<file path="src/rtl/fetch_pkg.sv">
// Shared types and default widths for the instruction fetch stage.
package fetch_pkg;

  localparam int DEF_WORD_SIZE  = 32;
  localparam int DEF_ADDR_WIDTH = 32;
  localparam int DEF_FIFO_DEPTH = 2;

  typedef enum logic {
    RUN  = 1'b0,
    HALT = 1'b1
  } fetch_state_t;

  typedef struct packed {
    logic [DEF_ADDR_WIDTH-1:0] pc;
    logic [DEF_WORD_SIZE-1:0]  instr;
  } fetch_entry_t;

  // The occupancy counter must be able to hold the value DEPTH itself.
  function automatic int count_width(input int depth);
    return $clog2(depth) + 1;
  endfunction

endpackage

</file>
<file path="src/rtl/fetch_unit_if.sv">
// Bundles the instruction-memory port, the downstream stream and the
// redirect/halt controls of the fetch stage.
interface fetch_unit_if
  import fetch_pkg::*;
#(
  parameter int ADDR_WIDTH = DEF_ADDR_WIDTH,
  parameter int WORD_SIZE  = DEF_WORD_SIZE,
  parameter int FIFO_DEPTH = DEF_FIFO_DEPTH
);
  localparam int CW = count_width(FIFO_DEPTH);

  logic                  imem_req_valid;
  logic [ADDR_WIDTH-1:0] imem_addr;
  logic [WORD_SIZE-1:0]  imem_rdata;
  logic                  out_valid;
  logic [WORD_SIZE-1:0]  out_instr;
  logic [ADDR_WIDTH-1:0] out_pc;
  logic                  out_ready;
  logic                  redirect_valid;
  logic [ADDR_WIDTH-1:0] redirect_pc;
  logic                  halt;
  logic [CW-1:0]         fetch_count;

  modport master (
    output imem_req_valid, imem_addr, out_valid, out_instr, out_pc, fetch_count,
    input  imem_rdata, out_ready, redirect_valid, redirect_pc, halt
  );

  modport slave (
    input  imem_req_valid, imem_addr, out_valid, out_instr, out_pc, fetch_count,
    output imem_rdata, out_ready, redirect_valid, redirect_pc, halt
  );

endinterface

</file>
<file path="src/rtl/fetch_fifo.sv">
// Small synchronous queue of fetched {pc, instr} entries; flush beats push.
module fetch_fifo
  import fetch_pkg::*;
#(
  parameter int  DEPTH   = DEF_FIFO_DEPTH,
  parameter type entry_t = fetch_entry_t,
  localparam int PW      = $clog2(DEPTH),
  localparam int CW      = count_width(DEPTH)
) (
  input  logic          clk,
  input  logic          rst_n,
  input  logic          push,
  input  entry_t        push_data,
  input  logic          pop,
  input  logic          flush,
  output logic [CW-1:0] count,
  output entry_t        head
);

  entry_t        mem [DEPTH];
  logic [PW-1:0] rd_ptr;
  logic [PW-1:0] wr_ptr;
  logic          do_pop;

  assign do_pop = pop && (count != '0);
  assign head   = mem[rd_ptr];

  // Pointers wrap naturally because DEPTH is a power of two.
  always_ff @(posedge clk or negedge rst_n) begin
    if (!rst_n) begin
      rd_ptr <= '0;
      wr_ptr <= '0;
      count  <= '0;
      for (int i = 0; i < DEPTH; i++) mem[i] <= '0;
    end else if (flush) begin
      rd_ptr <= '0;
      wr_ptr <= '0;
      count  <= '0;
    end else begin
      if (push) begin
        mem[wr_ptr] <= push_data;
        wr_ptr      <= wr_ptr + 1'b1;
      end
      if (do_pop) rd_ptr <= rd_ptr + 1'b1;
      count <= count + CW'(push) - CW'(do_pop);
    end
  end

  a_no_push_on_full: assert property (@(posedge clk) disable iff (!rst_n)
    !(push && count == CW'(DEPTH)));

endmodule

</file>
<file path="src/rtl/fetch_unit.sv">
// Fetch stage: owns the PC, issues credit-limited requests to a 1-cycle
// instruction memory and queues responses for the decode stage.
module fetch_unit
  import fetch_pkg::*;
#(
  parameter int                    WORD_SIZE  = DEF_WORD_SIZE,
  parameter int                    ADDR_WIDTH = DEF_ADDR_WIDTH,
  parameter int                    FIFO_DEPTH = DEF_FIFO_DEPTH,
  parameter logic [ADDR_WIDTH-1:0] RESET_PC   = '0,
  parameter logic [ADDR_WIDTH-1:0] PC_STEP    = 1
) (
  input logic          clk,
  input logic          rst_n,
  fetch_unit_if.master bus
);

  localparam int CW = count_width(FIFO_DEPTH);

  typedef struct packed {
    logic [ADDR_WIDTH-1:0] pc;
    logic [WORD_SIZE-1:0]  instr;
  } entry_t;

  fetch_state_t          state;
  logic [ADDR_WIDTH-1:0] fetch_pc;
  logic [ADDR_WIDTH-1:0] rsp_pc;
  logic                  rsp_pending;
  logic                  rsp_epoch;
  logic                  epoch;
  logic [CW-1:0]         count;
  entry_t                head;
  entry_t                push_data;
  logic                  pop;
  logic                  push;
  logic                  issue;
  logic [CW:0]           credit_used;

  // A request is only issued if its response is guaranteed a queue slot.
  assign pop         = (count != '0) && bus.out_ready;
  assign credit_used = {1'b0, count} + (CW+1)'(rsp_pending) - (CW+1)'(pop);
  assign issue       = rst_n && (state == RUN) && !bus.halt && !bus.redirect_valid
                       && (credit_used < (CW+1)'(FIFO_DEPTH));
  assign push        = rsp_pending && (rsp_epoch == epoch) && !bus.redirect_valid;
  assign push_data   = '{pc: rsp_pc, instr: bus.imem_rdata};

  always_ff @(posedge clk or negedge rst_n) begin
    if (!rst_n) begin
      state       <= RUN;
      fetch_pc    <= RESET_PC;
      rsp_pending <= 1'b0;
      rsp_pc      <= '0;
      rsp_epoch   <= 1'b0;
      epoch       <= 1'b0;
    end else begin
      case (state)
        RUN:     if (bus.halt)  state <= HALT;
        HALT:    if (!bus.halt) state <= RUN;
        default: state <= RUN;
      endcase
      rsp_pending <= issue;
      if (issue) begin
        rsp_pc    <= fetch_pc;
        rsp_epoch <= epoch;
      end
      // A redirect retargets the PC and marks anything older as stale.
      if (bus.redirect_valid) begin
        fetch_pc <= bus.redirect_pc;
        epoch    <= ~epoch;
      end else if (issue) begin
        fetch_pc <= fetch_pc + PC_STEP;
      end
    end
  end

  fetch_fifo #(
    .DEPTH   (FIFO_DEPTH),
    .entry_t (entry_t)
  ) u_fifo (
    .clk       (clk),
    .rst_n     (rst_n),
    .push      (push),
    .push_data (push_data),
    .pop       (pop),
    .flush     (bus.redirect_valid),
    .count     (count),
    .head      (head)
  );

  assign bus.imem_req_valid = issue;
  assign bus.imem_addr      = fetch_pc;
  assign bus.out_valid      = (count != '0);
  assign bus.out_instr      = head.instr;
  assign bus.out_pc         = head.pc;
  assign bus.fetch_count    = count;

endmodule

</file>
<file path="src/flat_wrapper.sv">
// flat-port wrapper written by rule: the top's interface ports become plain ports
module fetch_unit_flat import fetch_pkg::*;
#(
  parameter int                    WORD_SIZE  = DEF_WORD_SIZE,
  parameter int                    ADDR_WIDTH = DEF_ADDR_WIDTH,
  parameter int                    FIFO_DEPTH = DEF_FIFO_DEPTH,
  parameter logic [ADDR_WIDTH-1:0] RESET_PC   = '0,
  parameter logic [ADDR_WIDTH-1:0] PC_STEP    = 1
)
  (clk, rst_n, bus_imem_req_valid, bus_imem_addr, bus_out_valid, bus_out_instr, bus_out_pc, bus_fetch_count, bus_imem_rdata, bus_out_ready, bus_redirect_valid, bus_redirect_pc, bus_halt);
  fetch_unit_if #(.ADDR_WIDTH(ADDR_WIDTH), .WORD_SIZE(WORD_SIZE), .FIFO_DEPTH(FIFO_DEPTH)) bus_i ();
  input logic clk;
  input logic rst_n;
  output wire logic [$bits(bus_i.imem_req_valid)-1:0] bus_imem_req_valid;
  output wire logic [$bits(bus_i.imem_addr)-1:0] bus_imem_addr;
  output wire logic [$bits(bus_i.out_valid)-1:0] bus_out_valid;
  output wire logic [$bits(bus_i.out_instr)-1:0] bus_out_instr;
  output wire logic [$bits(bus_i.out_pc)-1:0] bus_out_pc;
  output wire logic [$bits(bus_i.fetch_count)-1:0] bus_fetch_count;
  input wire logic [$bits(bus_i.imem_rdata)-1:0] bus_imem_rdata;
  input wire logic [$bits(bus_i.out_ready)-1:0] bus_out_ready;
  input wire logic [$bits(bus_i.redirect_valid)-1:0] bus_redirect_valid;
  input wire logic [$bits(bus_i.redirect_pc)-1:0] bus_redirect_pc;
  input wire logic [$bits(bus_i.halt)-1:0] bus_halt;
  assign bus_imem_req_valid = bus_i.imem_req_valid;
  assign bus_imem_addr = bus_i.imem_addr;
  assign bus_out_valid = bus_i.out_valid;
  assign bus_out_instr = bus_i.out_instr;
  assign bus_out_pc = bus_i.out_pc;
  assign bus_fetch_count = bus_i.fetch_count;
  assign bus_i.imem_rdata = bus_imem_rdata;
  assign bus_i.out_ready = bus_out_ready;
  assign bus_i.redirect_valid = bus_redirect_valid;
  assign bus_i.redirect_pc = bus_redirect_pc;
  assign bus_i.halt = bus_halt;
  fetch_unit #(.WORD_SIZE(WORD_SIZE), .ADDR_WIDTH(ADDR_WIDTH), .FIFO_DEPTH(FIFO_DEPTH), .RESET_PC(RESET_PC), .PC_STEP(PC_STEP)) u_core (.clk(clk), .rst_n(rst_n), .bus(bus_i));
endmodule
</file>
<file path="config.mk">
export PLATFORM = sky130hd
export DESIGN_NAME = fetch_unit_flat
export DESIGN_NICKNAME = d
export VERILOG_FILES = /design/src/rtl/fetch_pkg.sv /design/src/rtl/fetch_unit_if.sv /design/src/rtl/fetch_fifo.sv /design/src/rtl/fetch_unit.sv /design/src/flat_wrapper.sv
export SDC_FILE = /design/constraint.sdc
export NUM_CORES = 1
export LEC_CHECK = 0
export CAP_MARGIN = 15
export CELL_PAD_IN_SITES_DETAIL_PLACEMENT = 0
export CELL_PAD_IN_SITES_GLOBAL_PLACEMENT = 1
export CORE_MARGIN = 2
export CORE_UTILIZATION = 47
export DETAILED_ROUTE_END_ITERATION = 8
export PLACE_DENSITY_LB_ADDON = 0.1
export SYNTH_ARGS = -nofsm -noshare
export SYNTH_HDL_FRONTEND = slang
export SYNTH_HIERARCHICAL = 1
export SYNTH_SLANG_ARGS = --single-unit
</file>
<file path="constraint.sdc">
create_clock -name clk -period 10.32 [get_ports clk]
set_input_delay 2.064 -clock clk [delete_from_list [all_inputs] [get_ports clk]]
set_output_delay 2.064 -clock clk [all_outputs]
set_load 0.005 [all_outputs]
</file>
==> flow_metrics.tcl, run 1 <==
set metrics [dict create \
    grt_max_degree 80 \
    crit_required_ns 8.26 \
    worstSkewPairLatency_ns 0.43 \
    std_cell_rows 52 \
    viasPerCell 5.555 \
    layout_common_cells "dfrtp_1 (199), clkdlybuf4s50_1 (167), mux2_2 (154)" \
    p_per_area_nw_per_um2 191.8 \
    drive_above_1_share_pct 30.65 \
    netlist_instances 688 \
    cts_max_path_buffers 2 \
    ys_ff_latch 200 \
    fin_tns_setup_ns 0 \
    synth_area_um2 9539 \
    crit_fanout 8 \
    hold_violations 0 \
    ant_nets 0 \
    instances_no_fill 1128 \
    cts_buffers 17 \
    p_comb_share_pct 25.5 \
    place_inst 1096 \
    initial_core_util_pct 47.45 \
    firstDrtPassIters 4 \
    cts_tree "yes" \
    insertedDiodeCount 0 \
    p_int_mw 1.688 \
    total_power_mw 2.279 \
    setup_viol_count_final 0 \
    fin_crit_ns 7.033 \
    first_global_vias 6589 \
    synthFlopType "dfrtp_1" \
    grt_usage_pct 20.97 \
    drv_slew 0 \
    timing.hold.ws_ns 0.4971 \
    crit_type "input pin to output pin" \
    irDropWorstVdd_v 0.0001074 \
    nets 919 \
    syn_nets 762 \
    fmax_mhz 142.2 \
    die_w_um 146.5 \
    grt_antenna_before_repair 0 \
    dp.final_hpwl_um 14260 \
    power_leakage_nw 5.300 \
    finalCritPeriodShare_pct 68.15 \
    htree_levels 4 \
    worst_pin_slew_ns 1.141 \
    wl_per_cell_um 19.53 \
    max_cap_violations 0 \
    fill_cells 1601 \
    grt_pass1_wl_um 35600 \
    switching_share_pct 25.95 \
    synth-edff-count 0 \
    async_reset_ff_share_pct 100.0 \
    yosysUniqueCellTypes 55 \
    status "finished clean" \
    hold_class "flop to flop" \
    seq_area_frac_synth_pct 52.47 \
    cts.hold.buffers_added 0 \
    relSlewSlack_pct 23.95 \
    clkTransAtPathRegs_ns 0.07 \
    gp_congestion 0.7931 \
    syn_to_final_growth_pct 24.58 \
    cp.arrival_ns 4.97 \
    startpoint_type "input pin" \
    power.switching_uw 591.4 \
    die_y_um 146.5 \
    yosysTopAreaCell "dfrtp_1" \
    synth_area_leaders "dfrtp_1 (52%), mux2_2 (18%), mux2_4 (9.4%), mux2_1 (1.4%), a31oi_1 (1.3%)" \
    drt_iter0_drc 277 \
    layout_commonest_cell "dfrtp_1" \
    clkPwrFrac_pct 28.7 \
    fin_worst_skew_ns 0.009169 \
    avgSynthCellArea_um2 13.87 \
    worstSetupEndpointType "output pin" \
    die_area_um2 21450 \
    post_cts_resized 0 \
    yosys_warnings 6 \
    io_pins 169 \
    post-route-drc-count 0 \
    placement.io_buffers 168 \
    rsz0062_at_grt "no" \
    root_buffer "clkbuf_16" \
    sequentialPowerShare_pct 45.8 \
    cts.sinks 200 \
    postCtsSetupBuffers 0 \
    via_count 6266 \
    synth_top_cell_area_share_pct 52.47 \
    wirelength_um 22030 \
    core-area_um2 20100 \
    overflow 0 \
]
==> flip-flops by register name, summed over array words and instances, names as in the netlist <==
signal,count
u_core/u_fifo/mem,128
u_core/bus.imem_addr,32
u_core/rsp_pc,32
u_core/u_fifo/count,2
u_core/epoch,1
u_core/rsp_epoch,1
u_core/rsp_pending,1
u_core/state,1
u_core/u_fifo/rd_ptr,1
u_core/u_fifo/wr_ptr,1
==> path summary, 6_finish.rpt <==
| kind | from | to | slack, ns | cells after the start |
|---|---|---|---|---|
| max reg2reg | u_core/u_fifo/count[1] | u_core/rsp_pc[14] | 6.49 | 10 |
| max in group asynchronous | rst_n | u_core/u_fifo/rd_ptr | 6.42 | 3 |
| min reg2reg | u_core/u_fifo/mem[106] | u_core/u_fifo/mem[106] | 0.50 | 1 |
| max | bus_out_ready | bus_imem_req_valid | 3.29 | 9 |
| min | u_core/u_fifo/mem[106] | u_core/u_fifo/mem[106] | 0.50 | 1 |
| min in group asynchronous | rst_n | u_core/u_fifo/mem[105] | 1.59 | 1 |
==> cells by family after synthesis <==
family          count (synthesis)  share of synthesized area (%)
simple gates                  136                          8.237
mux                           227                          29.14
flops                         200                          52.47
xor+xnor                       11                          1.351
fa+ha+maj                       5                         0.7346
buf+inv                        47                          3.764
compound gates                 62                          4.302
==> metrics by stage <==
step	util (%)	area (um^2)	worst slack, ns
3_3_place_gp	56.25	11310	3.349
4_1_cts	59.11	11880	3.283
5_1_grt	59.11	11880	3.149
6_report	59.11	11880	3.287
3_5_place_dp	56.25	11310	3.309
2_1_floorplan	-	9539	4.258
==> Yosys cell counts (all sizes together), types with 2 or more instances <==
master / count
or3: 10
or2: 2
o311ai: 4
xor2: 5
a21boi: 2
ha: 4
nand2: 20
nor2: 27
a31oi: 20
clkbuf: 10
nor4: 3
and3: 3
nor2b: 3
and4: 6
inv: 9
o21ai: 16
xnor2: 5
o31ai: 12
dfrtp: 200
mux2: 226
and2b: 2
or4: 13
and2: 3
o211ai: 2
nand3: 23
o31a: 2
buf: 27
nor3: 3
nand4: 11
==> metal layers <==
metal	GRT usage, %	share of wire, %	vias to the layer above
met5	0	0	-
met4	7.087	2.0	0
met3	3.938	5.1	32
met2	34.22	48	187
met1	28.39	45	3201
li1	-	-	2846
==> worst max-delay path: stages <==
cell and delay, ns:
clkdlybuf4s50_1 0.47, and2_1 0.17, ha_1 0.24, nand2b_1 0.15, fa_1 0.51, and4bb_1 0.42
nand2_1 0.25, nor2_4 0.16, clkdlybuf4s50_1 0.53
==> cell type report <==
type / instances / area, um^2 / share of cell area (%)
tap: 270 / 337.8 / 2.843
clock inverter: 12 / 128.9 / 1.084
timing repair buffer: 175 / 1738 / 14.62
clock buffer: 20 / 446.7 / 3.759
sequential: 200 / 5009 / 42.15
multi-input combinational: 441 / 4187 / 35.23
inverter: 10 / 37.54 / 0.3159
==> power groups by stage <==
stage / combinational, mW / clock, mW / sequential (mW)
6_report: 0.582 / 0.654 / 1.04
5_1_grt: 0.627 / 0.704 / 1.07
4_1_cts: 0.591 / 0.669 / 1.05
3_5_place_dp: 0.585 / 0 / 1.06
3_3_place_gp: 0.577 / 0 / 1.04
2_1_floorplan: 0.280 / 0 / 1.02
No activity file was read; power rests on OpenSTA's default activity.
==> inputs of run 2 (changes only) <==
--- a/config.mk
+++ b/config.mk
@@ -9,7 +9,7 @@
 export CELL_PAD_IN_SITES_DETAIL_PLACEMENT = 0
 export CELL_PAD_IN_SITES_GLOBAL_PLACEMENT = 1
 export CORE_MARGIN = 2
-export CORE_UTILIZATION = 47
+export CORE_UTILIZATION = 39
 export DETAILED_ROUTE_END_ITERATION = 8
 export PLACE_DENSITY_LB_ADDON = 0.1
 export SYNTH_ARGS = -nofsm -noshare
==> constraint.sdc (replaced) <==
create_clock -name clk -period 6.38 [get_ports clk]
set_input_delay 1.276 -clock clk [delete_from_list [all_inputs] [get_ports clk]]
set_output_delay 1.276 -clock clk [all_outputs]
set_load 0.005 [all_outputs]
==> flow_metrics.tcl, run 2 (same netlist as run 1, synthesis figures left out) <==
set metrics [dict create \
    startpoint_type "input pin" \
    drive_above_1_share_pct 30.97 \
    clkPwrFrac_pct 29.3 \
    via_count 6231 \
    layout_commonest_cell "dfrtp_1" \
    total_power_mw 3.721 \
    viasPerCell 5.267 \
    htree_levels 4 \
    die_w_um 160.4 \
    worstSkewPairLatency_ns 0.44 \
    p_comb_share_pct 25.4 \
    switching_share_pct 26.78 \
    wl_per_cell_um 19.68 \
    worst_pin_slew_ns 1.023 \
    p_int_mw 2.725 \
    hold_class "flop to flop" \
    fin_worst_skew_ns 0.01439 \
    post_cts_resized 0 \
    nets 920 \
    p_per_area_nw_per_um2 310.5 \
    postCtsSetupBuffers 0 \
    cts_max_path_buffers 2 \
    worst_slack_ns 1.035 \
    rsz0062_at_grt "no" \
    status "finished clean" \
    instances_no_fill 1183 \
    gp_congestion 0.7740 \
    finalCritPeriodShare_pct 83.77 \
    worstSetupEndpointType "output pin" \
    syn_to_final_growth_pct 25.64 \
    largest_reg_flops 128 \
    place_inst 1151 \
    die_y_um 160.4 \
    hold_violations 0 \
    sequentialPowerShare_pct 45.3 \
    irDropWorstVdd_v 0.0001730 \
    insertedDiodeCount 0 \
    core-area_um2 24180 \
    clkTransAtPathRegs_ns 0.07 \
    power.switching_uw 996.3 \
    die_area_um2 25730 \
    power_leakage_nw 5.323 \
    drt_iter0_drc 371 \
    initial_core_util_pct 39.46 \
    crit_type "input pin to output pin" \
    relSlewSlack_pct 31.79 \
    first_global_vias 6664 \
    max_cap_violations 0 \
    std_cell_rows 57 \
    ant_nets 0 \
    grt_max_degree 67 \
    grt_pass1_wl_um 37250 \
    cts_buffers 17 \
    wirelength_um 23290 \
    grt_antenna_before_repair 0 \
    setup_viol_count_final 0 \
    root_buffer "clkbuf_16" \
    post-route-drc-count 0 \
    io_pins 169 \
    grt_usage_pct 18.39 \
    fin_crit_ns 5.345 \
    cts_tree "yes" \
    firstDrtPassIters 6 \
    fmax_mhz 187.1 \
    overflow 0 \
    drv_slew 0 \
    placement.io_buffers 168 \
    cts.hold.buffers_added 0 \
    crit_required_ns 5.10 \
    layout_common_cells "dfrtp_1 (199), clkdlybuf4s50_1 (167), mux2_2 (154)" \
    cts.sinks 200 \
    place_ws_ns 1.029 \
    crit_fanout 8 \
    dp.final_hpwl_um 15260 \
    regMostFlops "u_core/u_fifo/mem" \
    cp.arrival_ns 4.07 \
    fin_tns_setup_ns 0 \
]
## run 2: cell count changes in the layout (fill, tap and decap cells not counted), sizes merged
cell	delta
buf	+1
clkbuf	-3
clkinv	+4
clkinvlp	-1
## run 2: critical path, stage by stage
cell,delay (ns)
clkdlybuf4s50_1,0.45
and2_1,0.15
ha_1,0.23
nand2b_1,0.15
fa_1,0.51
and4bb_1,0.40
nand2_1,0.21
nor2_4,0.17
clkdlybuf4s50_1,0.53
## run 2: per-layer routing
metal	part of all wire [%]	GRT usage, %	up-vias
li1	-	-	2847
met1	45	24.06	3177
met2	50	31.41	182
met3	4.2	3.590	25
met4	1.5	4.832	0
met5	0	0	-
## run 2: worst paths after layout
path                                         from  depth (start not counted)                       end  slack (ns)
max                                 bus_out_ready                          9        bus_imem_req_valid        1.04
min in group asynchronous                   rst_n                          1     u_core/u_fifo/mem[76]        0.76
min                        u_core/u_fifo/mem[102]                          1    u_core/u_fifo/mem[102]        0.48
max reg2reg                u_core/u_fifo/count[1]                         10          u_core/rsp_pc[8]        2.61
min reg2reg                u_core/u_fifo/mem[102]                          1    u_core/u_fifo/mem[102]        0.48
max in group asynchronous                   rst_n                          3  u_core/bus.imem_addr[14]        3.79
## run 2: cell type report
type / instances / area, um^2
sequential: 200 / 5009
fill: 2088 / 12190
clock buffer: 17 / 425.4
inverter: 10 / 37.54
multi-input combinational: 441 / 4187
tap: 324 / 405.4
timing repair buffer: 176 / 1758
clock inverter: 15 / 163.9
## run 2: power groups by stage
stage | Sequential (mW) | Combinational, mW | Clock (mW)
floorplan | 1.66 | 0.453 | 0
global placement | 1.69 | 0.939 | 0
detailed placement | 1.71 | 0.953 | 0
CTS | 1.69 | 0.962 | 1.12
global route | 1.73 | 1.02 | 1.18
finish | 1.69 | 0.944 | 1.09
## run 2: per-stage QoR
stage	util (%)	hold slack, ns	area, um^2
3_3_place_gp	47.14	0.4659	11400
2_1_floorplan	-	0.4541	9539
6_report	49.57	0.4827	11990
3_5_place_dp	47.14	0.4710	11400
5_1_grt	49.57	0.4973	11990
4_1_cts	49.57	0.4893	11990
